--- src/rtl/text_writer_if.sv ---
`default_nettype none
// ============================================================================
//  Module   : text_writer_if
//  Purpose  : Byte-stream input and RAM write-port bundle for text_writer.
//  Revision : 1.0  initial release
// ============================================================================
interface text_writer_if #(
  parameter int ADDRW    = 9,
  parameter int CP_WIDTH = 7
);
  logic [7:0]          in_data;
  logic                in_valid;
  logic                in_ready;
  logic                wr_en;
  logic [ADDRW-1:0]    wr_addr;
  logic [CP_WIDTH-1:0] wr_data;
  logic [ADDRW-1:0]    cursor;
  logic                busy;

  modport master (
    output in_data, in_valid,
    input  in_ready, wr_en, wr_addr, wr_data, cursor, busy
  );

  modport slave (
    input  in_data, in_valid,
    output in_ready, wr_en, wr_addr, wr_data, cursor, busy
  );
endinterface
`default_nettype wire

--- src/rtl/text_writer.sv ---
`default_nettype none
// ============================================================================
//  Module   : text_writer
//  Purpose  : Maps an ASCII byte stream to code points and writes them at a
//             cursor into the greeting RAM, with newline fill and clear.
//  Revision : 1.0  initial release
// ============================================================================
module text_writer #(
  parameter int GREET_MSGS   = 32,
  parameter int GREET_LENGTH = 16,
  parameter int CP_WIDTH     = 7,
  parameter int ADDRW        = 9
) (
  input  wire logic     video_clk_pix,
  input  wire logic     rst,
  text_writer_if.slave  bus
);

  localparam int                  DEPTH      = GREET_MSGS * GREET_LENGTH;
  localparam int                  COLW       = $clog2(GREET_LENGTH);
  localparam logic [ADDRW-1:0]    LAST_ADDR  = ADDRW'(DEPTH - 1);
  localparam logic [ADDRW-1:0]    COL_MASK   = ADDRW'(GREET_LENGTH - 1);
  localparam logic [CP_WIDTH-1:0] CP_SPACE   = CP_WIDTH'(8'h20);
  localparam logic [7:0]          CH_BS      = 8'h08;
  localparam logic [7:0]          CH_LF      = 8'h0A;
  localparam logic [7:0]          CH_FF      = 8'h0C;
  localparam logic [7:0]          CH_CR      = 8'h0D;

  typedef enum logic [1:0] {
    S_IDLE  = 2'd0,
    S_FILL  = 2'd1,
    S_CLEAR = 2'd2
  } state_e;

  state_e              state_q, state_d;
  logic [ADDRW-1:0]    cursor_q, cursor_d;
  logic                wr_en_q, wr_en_d;
  logic [ADDRW-1:0]    wr_addr_q, wr_addr_d;
  logic [CP_WIDTH-1:0] wr_data_q, wr_data_d;

  logic                w_ready;
  logic                w_accept;
  logic [ADDRW-1:0]    w_cursor_inc;
  logic [COLW-1:0]     w_col_cur;
  logic [COLW-1:0]     w_col_inc;

  // Wrap explicitly so a buffer smaller than 2**ADDRW still wraps correctly.
  function automatic logic [ADDRW-1:0] f_inc(input logic [ADDRW-1:0] a);
    return (a == LAST_ADDR) ? '0 : a + ADDRW'(1);
  endfunction

  function automatic logic [CP_WIDTH-1:0] f_map(input logic [7:0] b);
    logic [7:0] m;
    if (b >= 8'h20 && b <= 8'h5F) begin
      m = b;
    end else if (b >= 8'h61 && b <= 8'h7A) begin
      m = b - 8'h20;
    end else begin
      m = 8'h3F;
    end
    return m[CP_WIDTH-1:0];
  endfunction

  assign w_ready      = (state_q == S_IDLE) && !rst;
  assign w_accept     = bus.in_valid && w_ready;
  assign w_cursor_inc = f_inc(cursor_q);
  assign w_col_cur    = cursor_q[COLW-1:0];
  assign w_col_inc    = w_cursor_inc[COLW-1:0];

  always_comb begin
    state_d   = state_q;
    cursor_d  = cursor_q;
    wr_en_d   = 1'b0;
    wr_addr_d = wr_addr_q;
    wr_data_d = wr_data_q;

    case (state_q)
      S_IDLE: begin
        if (w_accept) begin
          case (bus.in_data)
            CH_LF: begin
              if (w_col_cur != '0) begin
                wr_en_d   = 1'b1;
                wr_addr_d = cursor_q;
                wr_data_d = CP_SPACE;
                cursor_d  = w_cursor_inc;
                if (w_col_inc != '0) begin
                  state_d = S_FILL;
                end
              end
            end
            CH_FF: begin
              // The first clear write happens in the accept cycle itself.
              wr_en_d   = 1'b1;
              wr_addr_d = '0;
              wr_data_d = CP_SPACE;
              cursor_d  = f_inc('0);
              if (f_inc('0) != '0) begin
                state_d = S_CLEAR;
              end
            end
            CH_BS: begin
              if (cursor_q != '0) begin
                wr_en_d   = 1'b1;
                wr_addr_d = cursor_q - ADDRW'(1);
                wr_data_d = CP_SPACE;
                cursor_d  = cursor_q - ADDRW'(1);
              end
            end
            CH_CR: begin
              cursor_d = cursor_q & ~COL_MASK;
            end
            default: begin
              wr_en_d   = 1'b1;
              wr_addr_d = cursor_q;
              wr_data_d = f_map(bus.in_data);
              cursor_d  = w_cursor_inc;
            end
          endcase
        end
      end

      S_FILL: begin
        wr_en_d   = 1'b1;
        wr_addr_d = cursor_q;
        wr_data_d = CP_SPACE;
        cursor_d  = w_cursor_inc;
        if (w_col_inc == '0) begin
          state_d = S_IDLE;
        end
      end

      S_CLEAR: begin
        wr_en_d   = 1'b1;
        wr_addr_d = cursor_q;
        wr_data_d = CP_SPACE;
        cursor_d  = w_cursor_inc;
        if (w_cursor_inc == '0) begin
          state_d = S_IDLE;
        end
      end

      default: begin
        state_d = S_IDLE;
      end
    endcase
  end

  always_ff @(posedge video_clk_pix or posedge rst) begin
    if (rst) begin
      state_q   <= S_IDLE;
      cursor_q  <= '0;
      wr_en_q   <= 1'b0;
      wr_addr_q <= '0;
      wr_data_q <= '0;
    end else begin
      state_q   <= state_d;
      cursor_q  <= cursor_d;
      wr_en_q   <= wr_en_d;
      wr_addr_q <= wr_addr_d;
      wr_data_q <= wr_data_d;
    end
  end

  assign bus.in_ready = w_ready;
  assign bus.wr_en    = wr_en_q;
  assign bus.wr_addr  = wr_addr_q;
  assign bus.wr_data  = wr_data_q;
  assign bus.cursor   = cursor_q;
  assign bus.busy     = (state_q != S_IDLE);

endmodule
`default_nettype wire

--- src/flat_wrapper.sv ---
// flat-port wrapper written by rule: the top's interface ports become plain ports
module text_writer_flat 
#(
  parameter int GREET_MSGS   = 32,
  parameter int GREET_LENGTH = 16,
  parameter int CP_WIDTH     = 7,
  parameter int ADDRW        = 9
)
  (video_clk_pix, rst, bus_in_data, bus_in_valid, bus_in_ready, bus_wr_en, bus_wr_addr, bus_wr_data, bus_cursor, bus_busy);
  text_writer_if #(.ADDRW(ADDRW), .CP_WIDTH(CP_WIDTH)) bus_i ();
  input  wire logic video_clk_pix;
  input  wire logic rst;
  input wire logic [$bits(bus_i.in_data)-1:0] bus_in_data;
  input wire logic [$bits(bus_i.in_valid)-1:0] bus_in_valid;
  output wire logic [$bits(bus_i.in_ready)-1:0] bus_in_ready;
  output wire logic [$bits(bus_i.wr_en)-1:0] bus_wr_en;
  output wire logic [$bits(bus_i.wr_addr)-1:0] bus_wr_addr;
  output wire logic [$bits(bus_i.wr_data)-1:0] bus_wr_data;
  output wire logic [$bits(bus_i.cursor)-1:0] bus_cursor;
  output wire logic [$bits(bus_i.busy)-1:0] bus_busy;
  assign bus_i.in_data = bus_in_data;
  assign bus_i.in_valid = bus_in_valid;
  assign bus_in_ready = bus_i.in_ready;
  assign bus_wr_en = bus_i.wr_en;
  assign bus_wr_addr = bus_i.wr_addr;
  assign bus_wr_data = bus_i.wr_data;
  assign bus_cursor = bus_i.cursor;
  assign bus_busy = bus_i.busy;
  text_writer #(.GREET_MSGS(GREET_MSGS), .GREET_LENGTH(GREET_LENGTH), .CP_WIDTH(CP_WIDTH), .ADDRW(ADDRW)) u_core (.video_clk_pix(video_clk_pix), .rst(rst), .bus(bus_i));
endmodule
--- config.mk ---
export PLATFORM = sky130hd
export DESIGN_NAME = text_writer_flat
export DESIGN_NICKNAME = d
export VERILOG_FILES = /design/src/rtl/text_writer_if.sv /design/src/rtl/text_writer.sv /design/src/flat_wrapper.sv
export SDC_FILE = /design/constraint.sdc
export NUM_CORES = 1
export LEC_CHECK = 0
export ABC_AREA = 1
export CORE_UTILIZATION = 35
export CTS_CLUSTER_DIAMETER = 50
export DETAILED_ROUTE_END_ITERATION = 8
export PLACE_DENSITY = 0.67
export RECOVER_POWER = 25
export SLEW_MARGIN = 15
export SYNTH_ARGS = -nofsm -noshare
export SYNTH_HDL_FRONTEND = slang
export SYNTH_SLANG_ARGS = --single-unit
--- constraint.sdc ---
create_clock -name video_clk_pix -period 4.43 [get_ports video_clk_pix]
set_input_delay 1.329 -clock video_clk_pix [delete_from_list [all_inputs] [get_ports video_clk_pix]]
set_output_delay 1.329 -clock video_clk_pix [all_outputs]
set_load 0.03 [all_outputs]
==> summary.txt <==
Worst hold path
  • Worst hold path type: flip-flop to flip-flop
  • Min-delay src: u_core.bus.wr_addr[7]

Clock network
  • Clock-pin slew on the worst setup and hold paths: 100 ps
  • Clk_lat worst skew: about 280 ps
  • CTS max path bufs: 2
  • TritonCTS clock tree: done
  • TritonCTS sink count: 28
  • TritonCTS Buffers: 3
  • CTS root buf: clkbuf_8
  • Setup Fix Bufs, Post-CTS: 0
  • PostCTS Resize Cnt: 0
  • H-tree level count: 1
  • # hold bufs at CTS: 0

Worst setup path
  • Worst reg2reg path startpoint: u_core.bus.cursor[1]
  • Worst Setup End Kind: output pin
  • CP Launch Point: rst
  • Critical path required time: 3100 ps
  • Critical Path AT: 2660 ps
  • Worst-path fanout max: 2
  • Critical setup path kind: input port to output pin
  • Crit start category: input port

Final layout
  • Total Nets Final: 363
  • Fillcell total: slightly below 600
  • Share of cells above drive strength 1: 0.0994
  • Layout area overhead: 22.8%
  • Layout Utilization: 0.458
  • Antenna fix cells: 0

Placement
  • Port bufs: 38
  • DP HPWL: 3640 um
  • Global placement routability congestion: 0.871

Pwr
  • P_leak: 1.27 nW
  • Peak VDD IR: 0.308 mV
  • Pwr per Cell Area: 676 nW/um2
  • Total Power: 0.00175 W

STA
  • Final Max Tran Viols: 29
  • Hold WS: approximately 480 ps
  • Min Tclk post-route: 3990 ps
  • Final setup fails: 0
  • Fin. Hold Viols: 0
  • Achievable clock frequency: 251 MHz
  • Worst Skew: 3.81 ps
  • Final period utilization: 0.900
  • Rel. slew slack: -0.0338
  • RSZ-0062 raised after global routing: false
  • Worst slew pin tran: 1550 ps
  • Sum Neg Setup Slack: 0 ps

Synthesis
  • Synth warn: 0
  • Count of cell types in the netlist: 31
  • Mapped Cells: 303
  • Synth Area in Compound Gates: 0.109
  • Mean post-synth cell area: 6.95 um2
  • Synthesis-stage register bit count: 28
  • Main combinational cell family by area after synthesis: simple AND/OR/NAND/NOR gates
  • Synthesized area: 2110 um2
  • Post-Synth Adder-Cell Area: 0.0535
  • Simple-gate area share of the yosys netlist: 0.400
  • Post-Synth XOR/XNOR Area: 0.0125
  • Syn Nets: 323
  • Register area share after synthesis: 0.333
  • Post-synthesis mux area share: 0

GRT
  • Largest net degree at the start of global routing: 29
  • Initial antenna violation count: 0
  • First-pass GRT wire length: 8120 um
  • GRT overflow: 0
  • Vias in the first global route: around 1.8k
  • Gr usage total: 0.161

Flow run
  • Max-cap violations: 1

Routing
  • Drt wl/cell: 11.5 um
  • Routed wire length: 4770 um
  • Remaining antenna violation count after routing: 0
  • Initial DRT Pass Iterations: 4
  • DRC violations left: 0
  • Via Count: just under 2k
  • Starting DRT DRC Count: 72
  • Vias per inst: 4.76

Die
  • Core Footprint: 5640 um2
  • Die area: roughly 6300 um2
  • Starting Density: 0.373
  • Die Width: 79.6 um
  • DIE HEIGHT: slightly below 80 um
  • Cell row count: 27
  • IO Pins: 39

Outcome
  • Outcome: complete, but fails checks
  • Failing checks: max-capacitance violations, max-slew violations
[power by group]
group / internal (W) / switching [W] / leakage, nW
Clock: 0.0000797 / 0.0000842 / 0.0288
Sequential: 0.000369 / 0.000116 / 0.347
Combinational: 0.000415 / 0.000684 / 0.895
Total: 0.000864 / 0.000884 / 1.27
[registers in the layout (all words and copies together), names as in the netlist]
name                flops
u_core.bus.cursor       9
u_core.bus.wr_addr      9
u_core.bus.wr_data      7
u_core.state_q          2
u_core.bus.wr_en        1
[path summary, 6_finish.rpt]
| kind | endpoint | slack [ps] | cells after the start |
|---|---|---|---|
| worst max-delay path | bus_in_ready | 440 | 3 |
| worst min-delay path | u_core.bus.wr_addr[7] | 480 | 2 |
| worst max register to register | u_core.state_q[1] | 2040 | 15 |
| worst min register to register | u_core.bus.wr_addr[7] | 480 | 2 |
| max in group asynchronous | u_core.bus.wr_addr[5] | 1470 | 3 |
| min in group asynchronous | u_core.state_q[1] | 2050 | 3 |
[area by class of cell]
type	instances	area, um2	share of cell area
Sequential cell	28	701	0.271
Tap cell	72	90.1	0.0348
Inverter	37	144	0.0557
Clock buffer	4	55.1	0.0213
Multi-Input combinational cell	234	1210	0.469
Timing Repair Buffer	39	384	0.149
[critical path, stage by stage]
cell,delay (ps)
dlygate4sd3_1,550
nor2_1,110
clkdlybuf4s50_1,670
[stage by stage]
| step | instances | cell area, um2 | setup WS [ps] |
|---|---|---|---|
| after detailed placement | 410 | 2530 | 569 |
| after global placement | 410 | 2530 | 583 |
| after CTS | 414 | 2590 | 569 |
| final | 414 | 2580 | 443 |
| after global routing | 414 | 2580 | 382 |
| after floorplan | 303 | 2110 | 1340 |
[metal layers]
| layer | routed length, um | part of all wire | track usage | vias to the layer above |
|---|---|---|---|---|
| met5 | 0 | 0 | 0 | - |
| met3 | 189 | 0.040 | 0.0217 | 6 |
| met1 | 2350 | 0.49 | 0.225 | 875 |
| li1 | - | - | - | 1044 |
| met4 | 69 | 0.014 | 0.0564 | 0 |
| met2 | 2160 | 0.45 | 0.253 | 46 |
[synth_stat cells (all sizes together)]
library cell / instances / area share
inv: 36 / 0.067
a21oi: 12 / 0.029
buf: 4 / 0.024
a31oi: 1 / 0.0030
xor2: 3 / 0.012
nand2: 117 / 0.23
nor3: 4 / 0.012
nand4: 2 / 0.0059
nor2: 28 / 0.077
ha: 9 / 0.053
nand3: 26 / 0.072
and3: 1 / 0.0030
dfrtp: 28 / 0.33
o21ai: 25 / 0.059
o21a: 4 / 0.014
o21bai: 1 / 0.0036
or2: 1 / 0.0030
clkinv: 1 / 0.0018
[logic make-up after synthesis]
group                      count (synthesis)
buffers and inverters                     41
and+or+nand+nor                          179
DFF                                       28
xor gates and xnor gates                   3
adders and majority gates                  9
AOI/OAI and AO/OA                         43
[cell usage in the layout, fill, tap and decap left out, types with 2 or more instances in the layout]
cell type and instances:
o21a_1 4, nand2_2 13, nand3_2 2, clkbuf_8 4, a21oi_1 12, nand4_1 2
nand2_1 103, inv_1 34, o21ai_0 20, nand3_1 23, ha_1 9, o21ai_1 5
clkdlybuf4s50_1 37, dfrtp_1 28, nor2_4 4, nor2_2 4, nor3_1 3, xor2_1 3
nor2_1 19
Note: power is estimated with default switching activity, not from simulation.
